## src/rtl/regfile_write_arbiter_pkg.sv

```systemverilog
// Shared writeback types for the register-file write arbiter.
package regfile_write_arbiter_pkg;

  typedef logic [31:0] Word;
  typedef logic [4:0]  RegAddress;

  typedef struct packed {
    RegAddress addr;
    Word       data;
  } WbReq;

  typedef enum logic {
    WB_ALU = 1'b0,
    WB_LSU = 1'b1
  } WbSource;

  localparam int NUM_SRC  = 2;
  localparam int NUM_REGS = 32;

  // One-hot decode of a register address into a per-register mask.
  function automatic logic [NUM_REGS-1:0] reg_onehot(input RegAddress a);
    logic [NUM_REGS-1:0] m;
    m    = '0;
    m[a] = 1'b1;
    return m;
  endfunction

endpackage

```

## src/rtl/regfile_write_arbiter_wb_hold_slot.sv

```systemverilog
// One-entry writeback holding slot. Writes to r0 are accepted and dropped.
// o_old marks an entry that has already lost arbitration once, so it is the
// older of the two when both slots target the same register.
module regfile_write_arbiter_wb_hold_slot
  import regfile_write_arbiter_pkg::*;
(
  input  logic clk,
  input  logic reset_n,
  input  logic i_valid,
  input  WbReq i_req,
  input  logic i_grant,
  input  logic i_other_held,
  output logic o_ready,
  output logic o_held,
  output logic o_old,
  output WbReq o_req
);

  logic r_held;
  logic r_old;
  WbReq r_req;
  logic w_take;

  assign o_ready = ~r_held | i_grant;
  assign w_take  = i_valid & o_ready & (i_req.addr != '0);
  assign o_held  = r_held;
  assign o_old   = r_old;
  assign o_req   = r_req;

  // Capture on handshake, free on grant; age only while competing.
  always_ff @(posedge clk or negedge reset_n) begin
    if (!reset_n) begin
      r_held <= 1'b0;
      r_old  <= 1'b0;
      r_req  <= '0;
    end else begin
      if (w_take) begin
        r_held <= 1'b1;
        r_req  <= i_req;
      end else if (i_grant) begin
        r_held <= 1'b0;
      end
      r_old <= r_held & ~i_grant & i_other_held;
    end
  end

endmodule

```

## src/rtl/regfile_write_arbiter.sv

```systemverilog
// Register-file write-port arbiter: ALU writeback (source 0) and LSU/multi-cycle
// return (source 1) share one registered write port. Exports a pending-write
// mask for the hazard unit.
// Optional: WB_ARB_ROUND_ROBIN_EN selects round-robin for contested
// different-address grants; otherwise source 1 always wins them.
module regfile_write_arbiter
  import regfile_write_arbiter_pkg::*;
(
  input  logic                clk,
  input  logic                reset_n,
  input  logic                req0_valid,
  output logic                req0_ready,
  input  RegAddress           req0_addr,
  input  Word                 req0_data,
  input  logic                req1_valid,
  output logic                req1_ready,
  input  RegAddress           req1_addr,
  input  Word                 req1_data,
  output logic                rf_write_enable,
  output RegAddress           rf_addr_write,
  output Word                 rf_in,
  output logic [NUM_REGS-1:0] pending
);

  logic [NUM_SRC-1:0] w_valid, w_ready, w_held, w_old, w_grant;
  WbReq [NUM_SRC-1:0] w_in, w_slot;
  logic               w_same, w_win1;
  logic               r_we;
  RegAddress          r_waddr;
  Word                r_wdata;
  logic [NUM_REGS-1:0] w_pending;

  assign w_valid = {req1_valid, req0_valid};
  assign w_in[0] = '{addr: req0_addr, data: req0_data};
  assign w_in[1] = '{addr: req1_addr, data: req1_data};

  for (genvar g = 0; g < NUM_SRC; g++) begin : g_slot
    regfile_write_arbiter_wb_hold_slot u_slot (
      .clk          (clk),
      .reset_n      (reset_n),
      .i_valid      (w_valid[g]),
      .i_req        (w_in[g]),
      .i_grant      (w_grant[g]),
      .i_other_held (w_held[1-g]),
      .o_ready      (w_ready[g]),
      .o_held       (w_held[g]),
      .o_old        (w_old[g]),
      .o_req        (w_slot[g])
    );
  end

  assign req0_ready = w_ready[0];
  assign req1_ready = w_ready[1];

`ifdef WB_ARB_ROUND_ROBIN_EN
  WbSource r_rr;
`endif

  // Grant: lone slot wins; same address -> older (tie goes to slot 1);
  // different address -> round-robin or fixed slot-1 priority.
  always_comb begin
    w_same = (w_slot[0].addr == w_slot[1].addr);
    w_win1 = 1'b1;
    if (w_same) w_win1 = w_old[1] | ~w_old[0];
`ifdef WB_ARB_ROUND_ROBIN_EN
    else        w_win1 = (r_rr == WB_LSU);
`endif
    w_grant[1] = w_held[1] & (~w_held[0] | w_win1);
    w_grant[0] = w_held[0] & ~w_grant[1];
  end

`ifdef WB_ARB_ROUND_ROBIN_EN
  // Point at the loser after every contested different-address grant.
  always_ff @(posedge clk or negedge reset_n) begin
    if (!reset_n)                      r_rr <= WB_ALU;
    else if (&w_held && !w_same)       r_rr <= w_grant[1] ? WB_ALU : WB_LSU;
  end
`endif

  // Output stage: register the granted write straight into the RF port.
  always_ff @(posedge clk or negedge reset_n) begin
    if (!reset_n) begin
      r_we    <= 1'b0;
      r_waddr <= '0;
      r_wdata <= '0;
    end else begin
      r_we <= |w_grant;
      if (|w_grant) begin
        r_waddr <= w_grant[1] ? w_slot[1].addr : w_slot[0].addr;
        r_wdata <= w_grant[1] ? w_slot[1].data : w_slot[0].data;
      end
    end
  end

  assign rf_write_enable = r_we;
  assign rf_addr_write   = r_waddr;
  assign rf_in           = r_wdata;

  // Pending mask: held slots plus the staged write; r0 never pending.
  always_comb begin
    w_pending = '0;
    for (int s = 0; s < NUM_SRC; s++)
      if (w_held[s]) w_pending |= reg_onehot(w_slot[s].addr);
    if (r_we) w_pending |= reg_onehot(r_waddr);
    w_pending[0] = 1'b0;
  end

  assign pending = w_pending;

endmodule

```

## config.mk

```make
export PLATFORM = sky130hd
export DESIGN_NAME = regfile_write_arbiter
export DESIGN_NICKNAME = d
export VERILOG_FILES = /design/src/rtl/regfile_write_arbiter_pkg.sv /design/src/rtl/regfile_write_arbiter_wb_hold_slot.sv /design/src/rtl/regfile_write_arbiter.sv
export SDC_FILE = /design/constraint.sdc
export NUM_CORES = 1
export LEC_CHECK = 0
export ABC_AREA = 1
export CAP_MARGIN = 5
export CORE_UTILIZATION = 45
export DETAILED_ROUTE_END_ITERATION = 12
export HOLD_SLACK_MARGIN = 0.02
export PLACE_DENSITY = 0.77
export SYNTH_ARGS = -nofsm -noshare
export SYNTH_HDL_FRONTEND = slang
export SYNTH_HIERARCHICAL = 1
export SYNTH_SLANG_ARGS = --single-unit
```

## constraint.sdc

```tcl
create_clock -name clk -period 2 [get_ports clk]
set_input_delay 0.6 -clock clk [delete_from_list [all_inputs] [get_ports clk]]
set_output_delay 0.6 -clock clk [all_outputs]
set_load 0.1 [all_outputs]
```

==> results.sh <==
export IMPL_run_status="finished, violations left"
export IMPL_violations="negative setup slack"
export IMPL_startpoint_type="register"
export IMPL_routed_via_count=6973
export IMPL_final_layout_size_suffix_gt1_share_pct=35.2
export IMPL_core_area_um2=12800
export IMPL_routed_via_density=5.62
export IMPL_p_leak_nw=5.49
export IMPL_synth_nets=901
export IMPL_synth_edf_count=0
export IMPL_clockBufferDepth=2
export IMPL_grt_max_degree=117
export IMPL_syn_area_per_cell_um2=7.31
export IMPL_crit_path_max_fanout=4
export IMPL_drtIter0Drc=653
export IMPL_grt_pass1_wl_um=34800
export IMPL_hp_class="in2async"
export IMPL_drc=0
export IMPL_die_y_um=118
export IMPL_async_flop_share_pct=100
export IMPL_numPortBuffers=148
export IMPL_syn_to_final_growth_pct=78.4
export IMPL_synthFlopType="dfrtp_1"
export IMPL_pwr_density_cell_nw_per_um2=2010
export IMPL_vdd_drop_max_v=0.00161
export IMPL_clock_sinks=116
export IMPL_use_met3_pct=6.59
export IMPL_fin_crit_ns=2.52
export IMPL_critPathRequiredTime_ns=1.40
export IMPL_ys_ff_latch=116
export IMPL_finalNonFillerCells=1240
export IMPL_netlist_area_um2=6020
export IMPL_cts_clk_slew_worst_paths_ns=0.06
export IMPL_worst_slack_ns=-0.515
export IMPL_timing_slew_headroom_pct=57.2
export IMPL_boundaryPins=150
export IMPL_drv_slew=0
export IMPL_synthCells=823
export IMPL_drt_total_wl_um=24000
export IMPL_cts_htree_levels=4
export IMPL_ys_seq_area_share_pct=48.2
export IMPL_track_usage_pct=32.0
export IMPL_rows=41
export IMPL_finClkSkew_ns=0.0137
export IMPL_holdBufCountCts=0
export IMPL_cap_violations=0
export IMPL_wire_per_inst_um=19.4
export IMPL_crit_type="reg2out"
export IMPL_grt_antenna_before_repair=0
export IMPL_pwr_share_clk_pct=13.6
export IMPL_cts_buffers_inserted=17
export IMPL_cp_data_arrival_time_ns=1.92
export IMPL_p_sw_mw=11.1
export IMPL_hold_violations=0
export IMPL_switching_share_pct=51.3
export IMPL_cts_root_buffer="clkbuf_16"
export IMPL_p_int_mw=10.5
export IMPL_ys_types=20
export IMPL_rsz0062_at_grt="true"
export IMPL_p_seq_share_pct=21.3
export IMPL_finalPower_mw=21.6
export IMPL_dp_hpwl_um=13300
export IMPL_combPwrFrac_pct=65.0
export IMPL_die_area_um2=13800
export IMPL_fp_dieW_um=118
export IMPL_diodes=0
export IMPL_setup_violations=82
export IMPL_grtUsageMet1_pct=37.9
export IMPL_tightest_slew_ns=0.642
export IMPL_num_nets_final=1133
export IMPL_use_met2_pct=55.4
export IMPL_globalRouteOverflowTotal=0
export IMPL_cts_tree="yes"
export IMPL_grt_pass1_vias=6783
export IMPL_clk_latency_ns=0.42
export IMPL_initial_utilization_pct=46.9
export IMPL_final_cell_mix="310 x nand2_1, 140 x nand3_1, 108 x dfrtp_1"
export IMPL_endpoint_kind="output pin"
export IMPL_gp_congestion=0.879
export IMPL_r2r_slack_ns=-0.51
export IMPL_fmax_mhz=398
export IMPL_layout_commonest_cell="nand2_1"
export IMPL_busiest_layer="met2"
export IMPL_finalCritPeriodShare_pct=126
export IMPL_antenna_left=0
export IMPL_yosys_warnings=6
export IMPL_dr_pass1_iters=5
export IMPL_placed_cells=1181
-- state kept, by name (all words and copies together), names as in the netlist --
name,flops
g_slot.u_slot/o_held,2
rf_write_enable,1
g_slot.u_slot/o_req,74
rf_addr_write,5
g_slot.u_slot/o_old,2
rf_in,32
-- path summary, 6_finish.rpt --
| path | start | end | cells after the start |
|---|---|---|---|
| min reg2reg | g_slot[0].u_slot/o_req[20] | g_slot[0].u_slot/o_req[20] | 2 |
| min | reset_n | rf_in[12] | 2 |
| max in group asynchronous | reset_n | rf_addr_write[0] | 2 |
| max | g_slot[0].u_slot/o_req[35] | req0_ready | 11 |
| max reg2reg | g_slot[0].u_slot/o_req[35] | g_slot[0].u_slot/o_req[15] | 18 |
| min in group clk | g_slot[0].u_slot/o_req[20] | g_slot[0].u_slot/o_req[20] | 2 |
-- final cells by class --
class / instances / area (µm²)
Multi-Input combinational cell: 607 / 3560
Timing Repair Buffer: 253 / 3230
Sequential cell: 116 / 2930
Fill cell: 676 / 2090
Clock buffer: 22 / 464
Inverter: 60 / 235
Tap cell: 172 / 215
Clock inverter: 10 / 106
-- power groups by stage --
stage	Clock [mW]	Combinational, mW	Sequential (mW)
detailed placement	0	12.1	4.47
global placement	0	11.9	4.43
floorplan	0	5.08	6.71
global route	3.10	14.6	4.70
finish	2.94	14.0	4.61
CTS	2.96	13.0	4.48
-- what timing repair did --
| action | in CTS | in global routing |
|---|---|---|
| setup buffers | 18 | 6 |
| resized for setup | 89 | 74 |
| cloned | 0 | 3 |
| setup endpoints to repair | 38 | 104 |
| pin swaps | 20 | 16 |
-- logic make-up after synthesis --
family / after synthesis / synth area share [%]
and+or+nand+nor: 600 / 43.1
DFF: 116 / 48.2
buffers and inverters: 100 / 7.88
AOI/OAI and AO/OA: 4 / 0.416
muxes: 2 / 0.333
other: 1 / 0.0623
-- per-stage QoR --
step	hold WS [ns]	cell area (µm²)	setup slack (ns)	setup TNS (ns)	utilization [%]
2_1_floorplan	0.304	6470	-0.0783	-1.73	-
3_3_place_gp	0.454	9330	-0.0413	-0.0413	72.7
3_5_place_dp	0.458	9330	-0.102	-0.138	72.7
4_1_cts	0.301	10300	-0.377	-19.63	80.7
5_1_grt	0.315	10700	-0.573	-35.63	83.7
6_report	0.245	10700	-0.515	-31.52	83.7
-- metal layers --
layer | vias up | part of all wire (%)
met3 | 114 | 7.3
met2 | 435 | 51
met4 | 0 | 5.0
li1 | 3085 | -
met1 | 3339 | 36
met5 | - | 0
-- worst max-delay path, stage by stage, from the launching register on --
cell,delay [ns]
dfrtp_1,0.44
inv_2,0.08
nand2_2,0.07
nand2_2,0.08
nor2_4,0.15
nand3_4,0.10
nand2_4,0.11
inv_4,0.05
nor2_4,0.10
inv_2,0.07
nand2_4,0.07
buf_12,0.17
-- Yosys cell counts (6+ instances only) --
cell type	instances	area [µm²]
nand2_1	368	1380
dfrtp_1	116	2900
nor3_1	29	145
clkbuf_1	9	33.8
nand3_1	171	856
inv_1	60	225
nor2_2	6	37.5
buf_2	13	65.1
nand2_2	10	62.6
nor2_1	12	45.0
buf_1	6	22.5
buf_6	8	90.1
(Power assumes the default switching activity.)
